### src/rtl/reaction_pkg.sv
// Shared types and constants for the reaction-time trial controller.
package reaction_pkg;

  localparam int unsigned LFSR_W     = 16;
  localparam int unsigned BCD_W      = 16;
  localparam int unsigned WAIT_CNT_W = 17;

  typedef enum logic [2:0] {
    ST_IDLE  = 3'd0,
    ST_WAIT  = 3'd1,
    ST_RUN   = 3'd2,
    ST_DONE  = 3'd3,
    ST_EARLY = 3'd4
  } state_t;

  localparam logic [BCD_W-1:0]  BCD_MAX   = 16'h9999;
  // Fibonacci taps 16,14,13,11 -> bits 15,13,12,10
  localparam logic [LFSR_W-1:0] LFSR_TAPS = 16'hB400;

  function automatic logic [LFSR_W-1:0] lfsr_next(input logic [LFSR_W-1:0] v);
    return {v[LFSR_W-2:0], ^(v & LFSR_TAPS)};
  endfunction

endpackage

### src/rtl/bcd_counter_4d.sv
// Four-digit BCD up-counter; clear wins over increment, saturates at 9999.
module bcd_counter_4d
  import reaction_pkg::*;
(
  input  logic             clk,
  input  logic             rst,
  input  logic             clr,
  input  logic             inc,
  output logic [BCD_W-1:0] q,
  output logic             at_max
);

  logic [BCD_W-1:0] q_inc;
  logic             carry;

  // Ripple the +1 through the digits, wrapping 9 -> 0
  always_comb begin
    q_inc = q;
    carry = 1'b1;
    for (int i = 0; i < 4; i++) begin
      if (carry) begin
        if (q[4*i +: 4] == 4'd9) begin
          q_inc[4*i +: 4] = 4'd0;
        end else begin
          q_inc[4*i +: 4] = q[4*i +: 4] + 4'd1;
          carry           = 1'b0;
        end
      end
    end
  end

  assign at_max = (q == BCD_MAX);

  always_ff @(posedge clk) begin
    if (!rst) begin
      q <= '0;
    end else if (clr) begin
      q <= '0;
    end else if (inc && !at_max) begin
      q <= q_inc;
    end
  end

endmodule

### src/rtl/reaction_timer_ctrl.sv
// Reaction-time trial controller: random GO delay, then BCD ms count until react.
module reaction_timer_ctrl
  import reaction_pkg::*;
#(
  parameter int unsigned       WAIT_MIN_MS     = 1000,
  parameter int unsigned       WAIT_RANGE_BITS = 11,
  parameter logic [LFSR_W-1:0] LFSR_SEED       = 16'hACE1
) (
  input  logic             clk,
  input  logic             rst,
  input  logic             ms_tick,
  input  logic             start,
  input  logic             react,
  output logic             timer_en,
  output logic             led_go,
  output logic [BCD_W-1:0] bcd_ms,
  output logic             done,
  output logic             early,
  output logic             overflow
);

  localparam logic [LFSR_W-1:0] RANGE_MASK = LFSR_W'((32'd1 << WAIT_RANGE_BITS) - 32'd1);

  state_t                  state, state_nxt;
  logic [WAIT_CNT_W-1:0]   wait_cnt, wait_cnt_nxt, wait_load;
  logic [LFSR_W-1:0]       lfsr;
  logic                    tick_q;
  logic                    timer_en_nxt, led_go_nxt, done_nxt, early_nxt, overflow_nxt;
  logic                    bcd_clr, bcd_inc, bcd_at_max;

  // Tick source may idle high while disabled, so gate it with our own enable
  assign tick_q    = ms_tick & timer_en;
  assign wait_load = WAIT_CNT_W'(WAIT_MIN_MS) + WAIT_CNT_W'(lfsr & RANGE_MASK);

  always_ff @(posedge clk) begin
    if (!rst) begin
      lfsr <= LFSR_SEED;
    end else begin
      lfsr <= lfsr_next(lfsr);
    end
  end

  always_ff @(posedge clk) begin
    if (!rst) begin
      state    <= ST_IDLE;
      wait_cnt <= '0;
      timer_en <= 1'b0;
      led_go   <= 1'b0;
      done     <= 1'b0;
      early    <= 1'b0;
      overflow <= 1'b0;
    end else begin
      state    <= state_nxt;
      wait_cnt <= wait_cnt_nxt;
      timer_en <= timer_en_nxt;
      led_go   <= led_go_nxt;
      done     <= done_nxt;
      early    <= early_nxt;
      overflow <= overflow_nxt;
    end
  end

  always_comb begin
    state_nxt = state;
    case (state)
      ST_IDLE, ST_DONE, ST_EARLY: begin
        if (start) state_nxt = ST_WAIT;
      end
      ST_WAIT: begin
        if (react)                                 state_nxt = ST_EARLY;
        else if (tick_q && wait_cnt == 17'd1)      state_nxt = ST_RUN;
      end
      ST_RUN: begin
        if (react)                                 state_nxt = ST_DONE;
        else if (tick_q && bcd_at_max)             state_nxt = ST_DONE;
      end
      default: state_nxt = ST_IDLE;
    endcase
  end

  // Next values for registered outputs and the counter controls
  always_comb begin
    timer_en_nxt = timer_en;
    led_go_nxt   = led_go;
    done_nxt     = done;
    early_nxt    = early;
    overflow_nxt = overflow;
    wait_cnt_nxt = wait_cnt;
    bcd_clr      = 1'b0;
    bcd_inc      = 1'b0;
    case (state)
      ST_IDLE, ST_DONE, ST_EARLY: begin
        if (start) begin
          wait_cnt_nxt = wait_load;
          bcd_clr      = 1'b1;
          done_nxt     = 1'b0;
          early_nxt    = 1'b0;
          overflow_nxt = 1'b0;
          led_go_nxt   = 1'b0;
          timer_en_nxt = 1'b1;
        end
      end
      ST_WAIT: begin
        if (react) begin
          early_nxt    = 1'b1;
          timer_en_nxt = 1'b0;
          led_go_nxt   = 1'b0;
        end else if (tick_q) begin
          wait_cnt_nxt = wait_cnt - 17'd1;
          if (wait_cnt == 17'd1) led_go_nxt = 1'b1;
        end
      end
      ST_RUN: begin
        if (react) begin
          done_nxt     = 1'b1;
          led_go_nxt   = 1'b0;
          timer_en_nxt = 1'b0;
        end else if (tick_q) begin
          if (bcd_at_max) begin
            done_nxt     = 1'b1;
            overflow_nxt = 1'b1;
            led_go_nxt   = 1'b0;
            timer_en_nxt = 1'b0;
          end else begin
            bcd_inc = 1'b1;
          end
        end
      end
      default: ;
    endcase
  end

  bcd_counter_4d u_bcd (
    .clk    (clk),
    .rst    (rst),
    .clr    (bcd_clr),
    .inc    (bcd_inc),
    .q      (bcd_ms),
    .at_max (bcd_at_max)
  );

endmodule

### config.mk
export PLATFORM = sky130hd
export DESIGN_NAME = reaction_timer_ctrl
export DESIGN_NICKNAME = d
export VERILOG_FILES = /design/src/rtl/reaction_pkg.sv /design/src/rtl/bcd_counter_4d.sv /design/src/rtl/reaction_timer_ctrl.sv
export SDC_FILE = /design/constraint.sdc
export NUM_CORES = 1
export LEC_CHECK = 0
export ABC_CLOCK_PERIOD_IN_PS = 2300
export BUFFER_PORTS_ARGS = -buffer_cell sky130_fd_sc_hd__buf_2
export CAP_MARGIN = 20
export CORE_MARGIN = 3
export CORE_UTILIZATION = 54
export DETAILED_ROUTE_END_ITERATION = 10
export GPL_ROUTABILITY_DRIVEN = 0
export PLACE_DENSITY = 0.75
export SLEW_MARGIN = 20
export SYNTH_ARGS = -nofsm -noshare
export SYNTH_HDL_FRONTEND = slang
export SYNTH_SLANG_ARGS = --single-unit
### constraint.sdc
create_clock -name clk -period 2.3 [get_ports clk]
set_input_delay 0.115 -clock clk [delete_from_list [all_inputs] [get_ports clk]]
set_output_delay 0.115 -clock clk [all_outputs]
set_load 0.03 [all_outputs]
==> summary.txt <==
STA
  – Worst-Margin Slew: 0.559 ns
  – Count of final setup violators: 0
  – Slew Limit Fails: 0
  – Setup ws final: 0.244 ns
  – Final hold viol count: 0
  – Layout Skew: 0.00833 ns
  – Relative slew slack: 62.6%
  – RSZ-0062 raised after global routing: false
  – Final min period: 2.06 ns
  – Setup_tns: 0 ns
  – Fin crit share: 89.4%
  – Max Freq: 486 MHz

Clock network
  – Root buf cell: clkbuf_8
  – # Post-CTS Setup Buffers: 0
  – Clk slew on worst S/H paths: 0.07 ns
  – Post_cts resized: 0
  – CTS Buf Count: 9
  – CTS tree: built
  – Worst-Skew Late Latency: 0.35 ns
  – CTS Hold Bufs: 0
  – CTS Sinks: 57
  – Longest Clk Path Bufs: 2
  – H-tree depth: 3

Final layout
  – Fin nets: 397
  – Final Util: 66.2%
  – Ratio of cells with drive above 1 in the final layout: 17.0%
  – Syn-to-layout area delta: 15.6%
  – Sequential Area: 0.00114 mm2
  – Filler cells: 468
  – Multi-input gate area: 0.00171 mm2
  – Diode count: 0

Drt
  – Initial DRC count: 202
  – Post-DR vias/cell: 5.92
  – Antenna Nets Post-Route: 0
  – Post-Route WL: 7.03 mm
  – Vias: 2,747
  – DR DRC count: 0
  – Drt wl/cell: 15.1 um
  – Initial DRT Pass Iterations: 5

Synth
  – FFs w/ async S/R, synth: 0%
  – #FFs+latches synth: 57
  – Cell with the most instances after synthesis: dfxtp_1
  – Synth Net Count: 363
  – Top cells by area, synth: dfxtp_1 38%, a21oi_1 4.9%, nor2_1 4.5%
  – Commonest cells in the netlist: 57 x dfxtp_1, 36 x nor2_1, 29 x a21oi_1
  – Ys flop type: dfxtp_1
  – Syn Area/Cell: 8.39 um2
  – Yosys Warn Count: 0
  – Post-synth top area share: 38.3%
  – Post-synth cell types: 69
  – Post-synthesis sequential area ratio: 38.3%
  – Cells after synthesis: 355
  – Post-synth EDFFs: 0
  – Mapped Area: 0.00298 mm2
  – Post-synth top area cell: dfxtp_1

Setup path
  – Crit end category: register
  – CP max FO: 6
  – Critical path data arrival time: 2.32 ns
  – Delay-heaviest family, CP: simple AND/OR/NAND/NOR gates
  – Crit-path max cell delay: 0.51 ns
  – Crit path max-delay cell type: or3b_2
  – Worst setup SP type: register
  – Crit path cell chain: inv_1, ha_1, or3b_2, nor4_1, nor2_1, o32a_1, nor3_1
  – WS Path Type: register to register
  – CP required: 2.57 ns
  – Bufs and invs on worst path: 1

Global routing
  – Total GRT Usage: 23.6%
  – First-pass GRT wire length: 11.8 mm
  – Initial antenna violation count: 0
  – Via count of the first global-routing pass: 2,502
  – Congestion Overflow GR: 0
  – Largest net degree at the start of global routing: 19

Die
  – Core area: 0.00520 mm2
  – Num ports: 26
  – Die Wd: 80.3 um
  – Die Y: 80.3 um
  – Rows: 26
  – Die Footprint: 0.00644 mm2
  – Starting Density: 57.2%

Outcome
  – Outcome: finished, final reports clean

Placed design
  – DP HPWL: 4.87 mm
  – Port bufs: 25
  – Setup Slack @ Placement: 0.287 ns

Worst hold path
  – Hold Path Class: primary input to register

Power
  – Lkg Pwr: 1.35 nW
  – Ratio of total power to cell area: 1030 mW/mm2
  – VDD IR max: 0.000788 V

Job
  – Max_cap viols: 0
-- cell families (layout without fill, tap and decap cells) --
logic type               count (synthesis)  after routing  synth area share, %
AO/OA/AOI/OAI                           96             96                 21.6
XOR/XNOR                                20             20                 5.88
multiplexers                             2              2                0.714
adder cells (fa/ha/maj)                  3              3                 1.26
AND/OR/NAND/NOR                        148            148                 27.8
buffers and inverters                   29             68                 4.41
flip-flops                              57             57                 38.3
-- layout make-up --
| cell class | count | area share (%) |
|---|---|---|
| Timing Repair Buffer | 39 | 6.69 |
| Inverter | 13 | 1.42 |
| Sequential cell | 57 | 33.1 |
| Clock inverter | 6 | 2.65 |
| Multi-Input combinational cell | 269 | 49.6 |
| Clock buffer | 10 | 4.00 |
| Tap cell | 70 | 2.54 |
-- path summary, 6_finish.rpt --
kind / from / endpoint / slack [ns] / cells after the start
max: wait_cnt[0] / wait_cnt[10] / 0.24 / 7
min: rst / state[2] / 0.13 / 2
max reg2reg: wait_cnt[0] / wait_cnt[10] / 0.24 / 7
min reg2reg: lfsr[14] / lfsr[15] / 0.42 / 1
-- sequential cells by signal, indices dropped and copies added, names as in the netlist --
name,flops
u_bcd.q,16
timer_en,1
state,3
led_go,1
lfsr,16
early,1
overflow,1
done,1
wait_cnt,17
-- routing by layer --
| metal | wire length, um | GRT usage (%) | share of wire [%] |
|---|---|---|---|
| met5 | 0 | 0 | 0 |
| met4 | 158 | 10.8 | 2.2 |
| met3 | 449 | 7.06 | 6.4 |
| met2 | 3260 | 35.9 | 46 |
| met1 | 3160 | 30.5 | 45 |
-- stage by stage --
step	hold slack, ns	cells	area, um2	total power, mW
4_1_cts	0.122	464	3440	3.52
5_1_grt	0.141	464	3440	3.75
6_report	0.133	464	3440	3.53
2_1_floorplan	0.327	355	2980	2.16
3_5_place_dp	0.415	448	3210	2.44
3_3_place_gp	0.390	448	3210	2.42
-- cells in the final DEF, fill, tap and decap left out, types with 5 or more instances in the layout --
cell type	n
clkbuf_8	10
nor3_1	6
a211oi_1	7
a21oi_1	29
nand3_1	12
xnor2_1	6
nand4_1	6
nand2b_1	11
nand2_1	22
buf_4	14
buf_2	25
dfxtp_1	57
nor2_1	36
or3_1	6
nor2b_1	8
nor4_1	5
xor2_1	14
and2_1	10
inv_1	12
o21ai_0	18
-- worst reg2reg max path: cells and delay by family, from the launching register on --
family | cells | cell delay [ns]
AO/OA/AOI/OAI | 1 | 0.29
buffers and inverters | 1 | 0.11
AND/OR/NAND/NOR | 4 | 1.01
flip-flops | 1 | 0.35
adder cells (fa/ha/maj) | 1 | 0.23
-- where the power goes --
part	total [mW]	internal, mW	leakage [nW]	switching [mW]
Sequential	1.27	1.12	0.467	0.148
Combinational	1.20	0.464	0.775	0.734
Clock	1.07	0.640	0.105	0.426
Total	3.53	2.22	1.35	1.31
Power figures use the tool's default switching activity.
